**src/rtl/cmd_uart_wrapper.sv**
```systemverilog
// UART endpoint for the remote link: reassembles two-byte commands from RX
// and serializes single-byte responses onto TX.
module cmd_uart_wrapper #(
  parameter int BAUD_DIV = 2604,
  parameter int HALF_DIV = BAUD_DIV / 2
) (
  input  logic        clk,
  input  logic        rst,
  input  logic        RX,
  output logic        TX,
  output logic [15:0] cmd,
  output logic        cmd_rdy,
  input  logic        clr_cmd_rdy,
  input  logic        trmt,
  input  logic [7:0]  resp,
  output logic        tx_done
);

  localparam logic [11:0] L_HALF = 12'(HALF_DIV - 1);
  localparam logic [11:0] L_BAUD = 12'(BAUD_DIV - 1);

  typedef enum logic [1:0] {R_IDLE, R_START, R_DATA, R_STOP} rx_st_t;
  typedef enum logic       {B_HIGH, B_LOW} byte_st_t;
  typedef enum logic       {T_IDLE, T_SHIFT} tx_st_t;

  logic        r_rx_meta, r_rx_sync, r_rx_prev;
  logic        w_rx_fall;
  rx_st_t      r_rx_st;
  logic [11:0] r_rx_cnt;
  logic [2:0]  r_bit_cnt;
  logic [7:0]  r_rx_shift;
  logic        r_rx_byte_rdy, r_rx_frm_err;

  byte_st_t    r_byte_st;
  logic [15:0] r_cmd;
  logic        r_cmd_rdy, r_cmd_done;

  tx_st_t      r_tx_st;
  logic [11:0] r_tx_cnt;
  logic [3:0]  r_tx_bits;
  logic [8:0]  r_tx_shift;
  logic        r_tx, r_tx_done;

  assign TX      = r_tx;
  assign cmd     = r_cmd;
  assign cmd_rdy = r_cmd_rdy;
  assign tx_done = r_tx_done;

  // RX is asynchronous: two flops for metastability, a third for edge detect.
  always_ff @(posedge clk or posedge rst) begin
    if (rst) begin
      r_rx_meta <= 1'b1;
      r_rx_sync <= 1'b1;
      r_rx_prev <= 1'b1;
    end else begin
      r_rx_meta <= RX;
      r_rx_sync <= r_rx_meta;
      r_rx_prev <= r_rx_sync;
    end
  end

  assign w_rx_fall = r_rx_prev & ~r_rx_sync;

  always_ff @(posedge clk or posedge rst) begin
    if (rst) begin
      r_rx_st       <= R_IDLE;
      r_rx_cnt      <= '0;
      r_bit_cnt     <= '0;
      r_rx_shift    <= '0;
      r_rx_byte_rdy <= 1'b0;
      r_rx_frm_err  <= 1'b0;
    end else begin
      r_rx_byte_rdy <= 1'b0;
      r_rx_frm_err  <= 1'b0;
      case (r_rx_st)
        R_IDLE: if (w_rx_fall) begin
          r_rx_st  <= R_START;
          r_rx_cnt <= '0;
        end
        R_START: if (r_rx_cnt == L_HALF) begin
          r_rx_cnt  <= '0;
          r_bit_cnt <= '0;
          r_rx_st   <= r_rx_sync ? R_IDLE : R_DATA;
        end else r_rx_cnt <= r_rx_cnt + 12'd1;
        R_DATA: if (r_rx_cnt == L_BAUD) begin
          r_rx_cnt   <= '0;
          r_rx_shift <= {r_rx_sync, r_rx_shift[7:1]};
          r_bit_cnt  <= r_bit_cnt + 3'd1;
          if (r_bit_cnt == 3'd7) r_rx_st <= R_STOP;
        end else r_rx_cnt <= r_rx_cnt + 12'd1;
        R_STOP: if (r_rx_cnt == L_BAUD) begin
          r_rx_cnt <= '0;
          r_rx_st  <= R_IDLE;
          if (r_rx_sync) r_rx_byte_rdy <= 1'b1;
          else           r_rx_frm_err  <= 1'b1;
        end else r_rx_cnt <= r_rx_cnt + 12'd1;
        default: r_rx_st <= R_IDLE;
      endcase
    end
  end

  // A completed command sets cmd_rdy one cycle after the low byte lands and
  // takes priority over a simultaneous clear.
  always_ff @(posedge clk or posedge rst) begin
    if (rst) begin
      r_byte_st  <= B_HIGH;
      r_cmd      <= '0;
      r_cmd_rdy  <= 1'b0;
      r_cmd_done <= 1'b0;
    end else begin
      r_cmd_done <= 1'b0;
      if (r_cmd_done)       r_cmd_rdy <= 1'b1;
      else if (clr_cmd_rdy) r_cmd_rdy <= 1'b0;
      case (r_byte_st)
        B_HIGH: if (r_rx_byte_rdy) begin
          r_cmd[15:8] <= r_rx_shift;
          r_cmd_rdy   <= 1'b0;
          r_byte_st   <= B_LOW;
        end
        B_LOW: if (r_rx_byte_rdy) begin
          r_cmd[7:0] <= r_rx_shift;
          r_cmd_done <= 1'b1;
          r_byte_st  <= B_HIGH;
        end else if (r_rx_frm_err) r_byte_st <= B_HIGH;
        default: r_byte_st <= B_HIGH;
      endcase
    end
  end

  // Start bit goes out directly at the trmt edge; the shifter holds the
  // remaining data and stop bits, back-filling with idle-high.
  always_ff @(posedge clk or posedge rst) begin
    if (rst) begin
      r_tx_st    <= T_IDLE;
      r_tx_cnt   <= '0;
      r_tx_bits  <= '0;
      r_tx_shift <= '1;
      r_tx       <= 1'b1;
      r_tx_done  <= 1'b0;
    end else begin
      case (r_tx_st)
        T_IDLE: if (trmt) begin
          r_tx_shift <= {1'b1, resp};
          r_tx       <= 1'b0;
          r_tx_done  <= 1'b0;
          r_tx_cnt   <= '0;
          r_tx_bits  <= '0;
          r_tx_st    <= T_SHIFT;
        end
        T_SHIFT: if (r_tx_cnt == L_BAUD) begin
          r_tx_cnt <= '0;
          if (r_tx_bits == 4'd9) begin
            r_tx_done <= 1'b1;
            r_tx_st   <= T_IDLE;
          end else begin
            r_tx       <= r_tx_shift[0];
            r_tx_shift <= {1'b1, r_tx_shift[8:1]};
            r_tx_bits  <= r_tx_bits + 4'd1;
          end
        end else r_tx_cnt <= r_tx_cnt + 12'd1;
        default: r_tx_st <= T_IDLE;
      endcase
    end
  end

endmodule

```
**config.mk**
```make
export PLATFORM = sky130hd
export DESIGN_NAME = cmd_uart_wrapper
export DESIGN_NICKNAME = d
export VERILOG_FILES = /design/src/rtl/cmd_uart_wrapper.sv
export SDC_FILE = /design/constraint.sdc
export NUM_CORES = 1
export LEC_CHECK = 0
export CELL_PAD_IN_SITES_DETAIL_PLACEMENT = 1
export CELL_PAD_IN_SITES_GLOBAL_PLACEMENT = 1
export CORE_MARGIN = 3
export CORE_UTILIZATION = 42
export DETAILED_ROUTE_END_ITERATION = 8
export GPL_TIMING_DRIVEN = 0
export PLACE_DENSITY_LB_ADDON = 0.1
export SYNTH_ARGS = -nofsm -noshare
export SYNTH_HDL_FRONTEND = slang
export SYNTH_SLANG_ARGS = --single-unit
```
**constraint.sdc**
```tcl
create_clock -name clk -period 2.3 [get_ports clk]
set_clock_uncertainty 0.05 [all_clocks]
set_input_delay 0.23 -clock clk [delete_from_list [all_inputs] [get_ports clk]]
set_output_delay 0.23 -clock clk [all_outputs]
set_load 0.02 [all_outputs]
```
==> results of run 1 <==
worst max-delay path: cells and delay by family, from the launching register on:
kind                     cells  cell delay (ps)
adder cells (fa/ha/maj)      1              300
flip-flops                   1              470
AO/OA/AOI/OAI                2              420
AND/OR/NAND/NOR              2              740
Yosys cell counts, types with 2 or more instances:
cell type  number
or4_1           3
nor4_1          3
nor4b_4         2
xor2_1          2
o31ai_1         7
nand4_1         5
buf_6           2
dfstp_2        12
a22o_1          2
ha_1            7
a31oi_1         7
a31oi_2         2
inv_1          10
and3b_1         2
buf_2           4
nor2b_1         3
nand3_1        11
mux2_2         38
a21oi_1         8
o21ai_0        23
and2_1          4
a41oi_1         3
o31a_1          2
nor4bb_1        2
nor2_1         11
nor3_1          9
o22ai_1         4
o211ai_1        9
mux2i_1         2
nand2b_1        3
dfrtp_1        64
nand2_1        39
clkbuf_1        7
per-stage QoR:
step	instances	util	worst slack, ps	hold WS, ps	TNS [ps]
after CTS	492	0.5256	137.1	62.61	0
after global placement	475	0.4958	-1269	296.8	-86870
after detailed placement	476	0.4993	149.5	298.5	0
after global routing	492	0.5262	11.49	71.61	0
after floorplan	339	-	101.5	184.5	0
final	492	0.5262	196.7	76.57	0
per-layer routing:
layer / wire (um) / part of all wire / vias to the layer above
met5: 0 / 0 / -
met4: 121 / 0.015 / 0
met3: 249 / 0.031 / 13
met2: 3953 / 0.49 / 33
met1: 3773 / 0.47 / 1385
li1: - / - / 1337
power breakdown:
part | total [W] | switching, W | internal, W
Clock | 0.00113 | 0.000516 | 0.000616
Sequential | 0.00151 | 0.000102 | 0.00141
Combinational | 0.000348 | 0.000193 | 0.000155
Total | 0.00299 | 0.000811 | 0.00218
area by class of cell:
cell class,instances,share of cell area
Buffer,14,0.01713
Clock buffer,9,0.02781
Clock inverter,7,0.02219
Inverter,10,0.008989
Multi-Input combinational cell,239,0.3882
Sequential cell,76,0.4303
Tap cell,105,0.02949
Timing Repair Buffer,32,0.07584
kinds of logic (layout without fill, tap and decap cells):
family	Yosys count	in the layout	share of synthesized area
xor gates and xnor gates	3	3	0.006999
buffers and inverters	24	72	0.03033
AOI/OAI and AO/OA	73	73	0.1270
DFF	76	76	0.5105
muxes	40	40	0.1193
and+or+nand+nor	116	116	0.1826
adders and majority gates	7	7	0.02332
state kept, by name (all words and copies together) (netlist names), 3 cells and up, named ones only:
register,count
cmd,16
r_bit_cnt,3
r_tx_shift,8
r_rx_cnt,12
r_tx_bits,4
r_rx_shift,8
r_tx_cnt,12
cells in the final DEF (no fill, tap or decap), types with 3 or more instances in the layout:
| cell | n |
|---|---|
| a21oi_1 | 8 |
| a31oi_1 | 7 |
| a41oi_1 | 3 |
| and2_1 | 4 |
| buf_2 | 4 |
| clkbuf_1 | 7 |
| clkbuf_8 | 9 |
| clkdlybuf4s50_1 | 31 |
| dfrtp_1 | 64 |
| dfstp_2 | 12 |
| ha_1 | 7 |
| inv_1 | 9 |
| mux2_2 | 38 |
| nand2_1 | 39 |
| nand2b_1 | 3 |
| nand3_1 | 11 |
| nand4_1 | 5 |
| nor2_1 | 11 |
| nor2b_1 | 3 |
| nor3_1 | 9 |
| nor4_1 | 3 |
| o211ai_1 | 9 |
| o21ai_0 | 23 |
| o22ai_1 | 4 |
| o31ai_1 | 7 |
| or4_1 | 3 |
worst paths after layout:
kind / end / cells after the start / slack (ps)
min in group clk: r_rx_meta$_DFF_PP1_ / 1 / 230
setup / recovery: r_rx_cnt[11]$_DFFE_PP0P_ / 5 / 200
setup reg to reg: r_rx_cnt[11]$_DFFE_PP0P_ / 5 / 200
hold / removal: r_tx_bits[3]$_DFFE_PP0P_ / 2 / 80
hold reg to reg: r_rx_sync$_DFF_PP1_ / 0 / 310
max in group asynchronous: r_rx_prev$_DFF_PP1_ / 3 / 1540
timing repair:
item	in CTS	in global routing
resized for setup	0	1
buffers inserted	0	0
setup endpoints to repair	0	6
==> run_results.csv, run 1 <==
group,metric,value,unit
synth,syn-cell-area,0.003755,mm2
cells_and_area,fill_cells,920,
cells_and_area,regArea,0.001917,mm2
sta,period_share,0.9145,
sta,rsz0062_at_grt,"false",
place,io_buffers,31,
synth,async_flop_share,1.000,
synth,syn_inst,339,
hold_path,hold_class,"in -> async",
setup_path,reg2reg_from,"r_rx_cnt[0]$_DFFE_PP0P_",
cts,cts.sinks,76,
synth,synth_cell_types,60,
synth,ys.flop_type,"dfrtp_1",
synth,ys_ff_latch,76,
cells_and_area,area_delta_synth_final,18.63,%
cts,clockBufferDepth,2,
cells_and_area,final_nets,402,
place,placed_area,0.004227,mm2
cts,cts_tree,"built",
die,fp.dieW,100.6,um
sta,tightest_slew,618.7,ps
global_routing,grt_start_max_net_pins,69,
detailed_routing,vias,2768,
setup_path,slowest_stage,"dfrtp_1",
global_routing,grt.met3_usage,0.04498,
run_status,status,"finished, final reports clean",
sta,fin_crit,2103,ps
die,num_io_pins,32,
power,power_density,670.8,mW/mm2
die,die_y,100.6,um
cells_and_area,n_antenna_cell,0,
detailed_routing,drt-total-wl,8097,um
setup_path,crit_type,"reg -> reg",
synth,yosysTopAreaCellShare,0.4265,
global_routing,grt_pass1_wl,14200,um
cts,cts_hold_buf,0,
place,dp_hpwl,5591,um
setup_path,endpoint_kind,"flip-flop",
sta,hold_violations,0,
global_routing,antenna_found_initial,0,
sta,setup_viol,0,
power,vdd_drop_max,0.5312,mV
synth,ys_seq_area_frac,0.5105,
sta,max_slew_margin,0.5862,
cts,cts_root_buf,"clkbuf_8",
global_routing,grt_pass1_vias,3017,
die,dieArea,0.01011,mm2
setup_path,worst_path_largest_cell_delay,470,ps
cts,cts.htree.levels,3,
cts,cts_inserted_buffers,9,
cells_and_area,multi_input_area,0.001729,mm2
detailed_routing,ant_nets,0,
detailed_routing,drc,0,
synth,avgSynthCellArea,11.08,um2
setup_path,critPathRequiredTime,2470,ps
cells_and_area,final_area,0.004454,mm2
setup_path,critPathLaunch,"r_rx_cnt[0]$_DFFE_PP0P_",
setup_path,critical_path_arrival,2270,ps
cells_and_area,drive_gt1_frac,0.2274,
detailed_routing,drtIter0Drc,56,
power,power,0.002988,W
setup_path,cp_max_fo,10,
sta,finalMaxSlewViolations,0,
cts,clock_latency,350,ps
detailed_routing,wl_per_cell,16.46,um
die,fp.coreArea,0.008464,mm2
flow_run,drv_cap,0,
global_routing,use_met2,0.2844,
die,initial_core_util,0.4436,
global_routing,use_met1,0.2227,
detailed_routing,viasPerCell,5.626,
synth,ys.warnings.count,0,
synth,syn_nets,359,
power,leakage,1.906,nW
global_routing,busiest_layer,"met2",
cts,clk_pin_slew_worst_paths,80,ps
synth,synth-edff-count,0,
synth,yosys.area.top_type,"dfrtp_1",
setup_path,crit_chain,"ha_1 -> nor4b_4 -> a31oi_2 -> nor3_1 -> a21oi_1",
global_routing,grt_overflow,0,
die,rows,33,
global_routing,track_usage,0.1740,
place,place_congestion,0.7853,
synth,synthTopCellsByArea,"dfrtp_1, mux2_2, dfstp_2",
detailed_routing,dr.pass1.iters,4,
sta,fmax,0.4754,GHz
setup_path,critPathLaunchType,"flip-flop",
Power figures use the tool's default switching activity.
==> run 2: changes to the inputs <==
--- a/config.mk
+++ b/config.mk
@@ -8,7 +8,7 @@
 export CELL_PAD_IN_SITES_DETAIL_PLACEMENT = 1
 export CELL_PAD_IN_SITES_GLOBAL_PLACEMENT = 1
 export CORE_MARGIN = 3
-export CORE_UTILIZATION = 42
+export CORE_UTILIZATION = 50
 export DETAILED_ROUTE_END_ITERATION = 8
 export GPL_TIMING_DRIVEN = 0
 export PLACE_DENSITY_LB_ADDON = 0.1
==> constraint.sdc (replaced) <==
create_clock -name clk -period 2.7 [get_ports clk]
set_clock_uncertainty 0.05 [all_clocks]
set_input_delay 0.27 -clock clk [delete_from_list [all_inputs] [get_ports clk]]
set_output_delay 0.27 -clock clk [all_outputs]
set_load 0.02 [all_outputs]
==> run 2 against run 1 <==
Critical path depth unchanged. Critical path type unchanged. Via count up 5.3%. Critical endpoint is now r_rx_cnt[1]$_DFFE_PP0P_. Largest cell class unchanged. Register-to-register slack better by 270 ps. Worst setup slack better by 270 ps.
==> run_results.csv, run 2 (same netlist as run 1, synthesis figures left out) <==
group,metric,value,unit
cts,cts_hold_buf,0,
detailed_routing,viasPerCell,6.033,
cells_and_area,largest_register_ffs,16,
cells_and_area,layout_common_cells,"dfrtp_1, nand2_1, mux2_2, clkdlybuf4s50_1, o21ai_0",
cells_and_area,final_common_cell,"dfrtp_1",
die,dieArea,0.008586,mm2
global_routing,grt_pass1_vias,3165,
setup_path,crit_type,"reg -> reg",
sta,hold_violations,0,
die,num_io_pins,32,
die,fp.coreArea,0.007019,mm2
sta,period_share,0.8254,
cts,cts_root_buf,"clkbuf_8",
detailed_routing,vias,2914,
detailed_routing,dr.pass1.iters,4,
sta,tightest_slew,605.5,ps
die,rows,30,
setup_path,endpoint_kind,"flip-flop",
sta,setup_viol,0,
setup_path,critical_path_arrival,2400,ps
cells_and_area,n_antenna_cell,0,
cells_and_area,post-route-util,0.6323,
sta,fin_tns_setup,0,ps
sta,rsz0062_at_grt,"false",
global_routing,grt_pass1_wl,16160,um
power,power_density,582.9,mW/mm2
place,dp_hpwl,6280,um
cells_and_area,fill_cells,751,
global_routing,grt_start_max_net_pins,65,
sta,finalMaxSlewViolations,0,
sta,fmax,0.4487,GHz
detailed_routing,ant_nets,0,
cells_and_area,regArea,0.001917,mm2
die,initial_core_util,0.5349,
sta,max_slew_margin,0.5963,
place,dpl_worst_slack,520.2,ps
power,power,0.002587,W
global_routing,antenna_found_initial,0,
power,leakage,1.905,nW
cts,clockBufferDepth,2,
cells_and_area,drive_gt1_frac,0.2274,
setup_path,cp_max_fo,10,
cts,cts_inserted_buffers,9,
die,die_y,92.66,um
cts,clk_pin_slew_worst_paths,90,ps
cts,cts.sinks,76,
hold_path,hold_class,"in -> async",
cells_and_area,area_delta_synth_final,18.19,%
detailed_routing,drc,0,
detailed_routing,drtIter0Drc,53,
setup_path,critPathLaunchType,"flip-flop",
run_status,status,"finished, final reports clean",
power,vdd_drop_max,0.4837,mV
sta,holdWs,123.4,ps
cts,cts_tree,"built",
sta,final.setup.worst_slack,471.5,ps
die,fp.dieW,92.66,um
detailed_routing,drt-total-wl,9370,um
setup_path,critPathRequiredTime,2870,ps
cts,cts_resized,0,
cells_and_area,multi_input_area,0.001724,mm2
cts,cts.htree.levels,3,
detailed_routing,wl_per_cell,19.40,um
cells_and_area,final_nets,402,
flow_run,drv_cap,0,
cts,post-cts-setup-buffers,0,
setup_path,r2r_setup_slack,470,ps
cts,clock_latency,350,ps
global_routing,grt_overflow,0,
place,place_congestion,0.8906,
global_routing,track_usage,0.2370,
place,io_buffers,31,
sta,fin_crit,2229,ps
-- run 2: cell counts in the layout (fill, tap and decap cells not counted) --
Identical to the previous run, type by type.
-- run 2: power by group --
| part | internal [W] | switching [W] | leakage [nW] |
|---|---|---|---|
| Sequential | 0.00120 | 0.0000961 | 0.961 |
| Clock | 0.000525 | 0.000454 | 0.110 |
| Combinational | 0.000133 | 0.000181 | 0.834 |
| Total | 0.00186 | 0.000731 | 1.91 |
-- run 2: cell type report --
cell class              count  area share
inverters                  10    0.009022
flip-flops and latches     76      0.4319
repair buffers             32     0.07612
multi-input cells         239      0.3885
plain buffers              14     0.01720
clock inverters             7     0.02227
clock buffers               9     0.02791
well taps                  96     0.02707
-- run 2: path summary, 6_finish.rpt --
path	from	endpoint	cells after the start
min in group clk	RX	r_rx_meta$_DFF_PP1_	1
max in group asynchronous	rst	r_rx_sync$_DFF_PP1_	3
max	r_rx_cnt[0]$_DFFE_PP0P_	r_rx_cnt[1]$_DFFE_PP0P_	5
min	rst	tx_done$_DFFE_PP0P_	2
max reg2reg	r_rx_cnt[0]$_DFFE_PP0P_	r_rx_cnt[1]$_DFFE_PP0P_	5
min reg2reg	r_rx_meta$_DFF_PP1_	r_rx_sync$_DFF_PP1_	0
-- run 2: per-layer routing --
metal  part of all wire  global-route usage
met5                  0                   0
met4              0.020             0.08669
met3              0.035             0.03818
met2               0.53              0.4211
met1               0.42              0.2899
-- run 2: critical path, cell delays in order, from the launching register on --
cell and delay, ps:
dfrtp_1 500, ha_1 340, nor4b_4 420, a31oi_2 320, nor2_2 320, o22ai_1 150
-- run 2: per-stage QoR --
stage / std cells / area, um2
floorplan: 339 / 3755
global placement: 466 / 4185
detailed placement: 467 / 4215
CTS: 483 / 4438
global route: 483 / 4438
finish: 483 / 4438
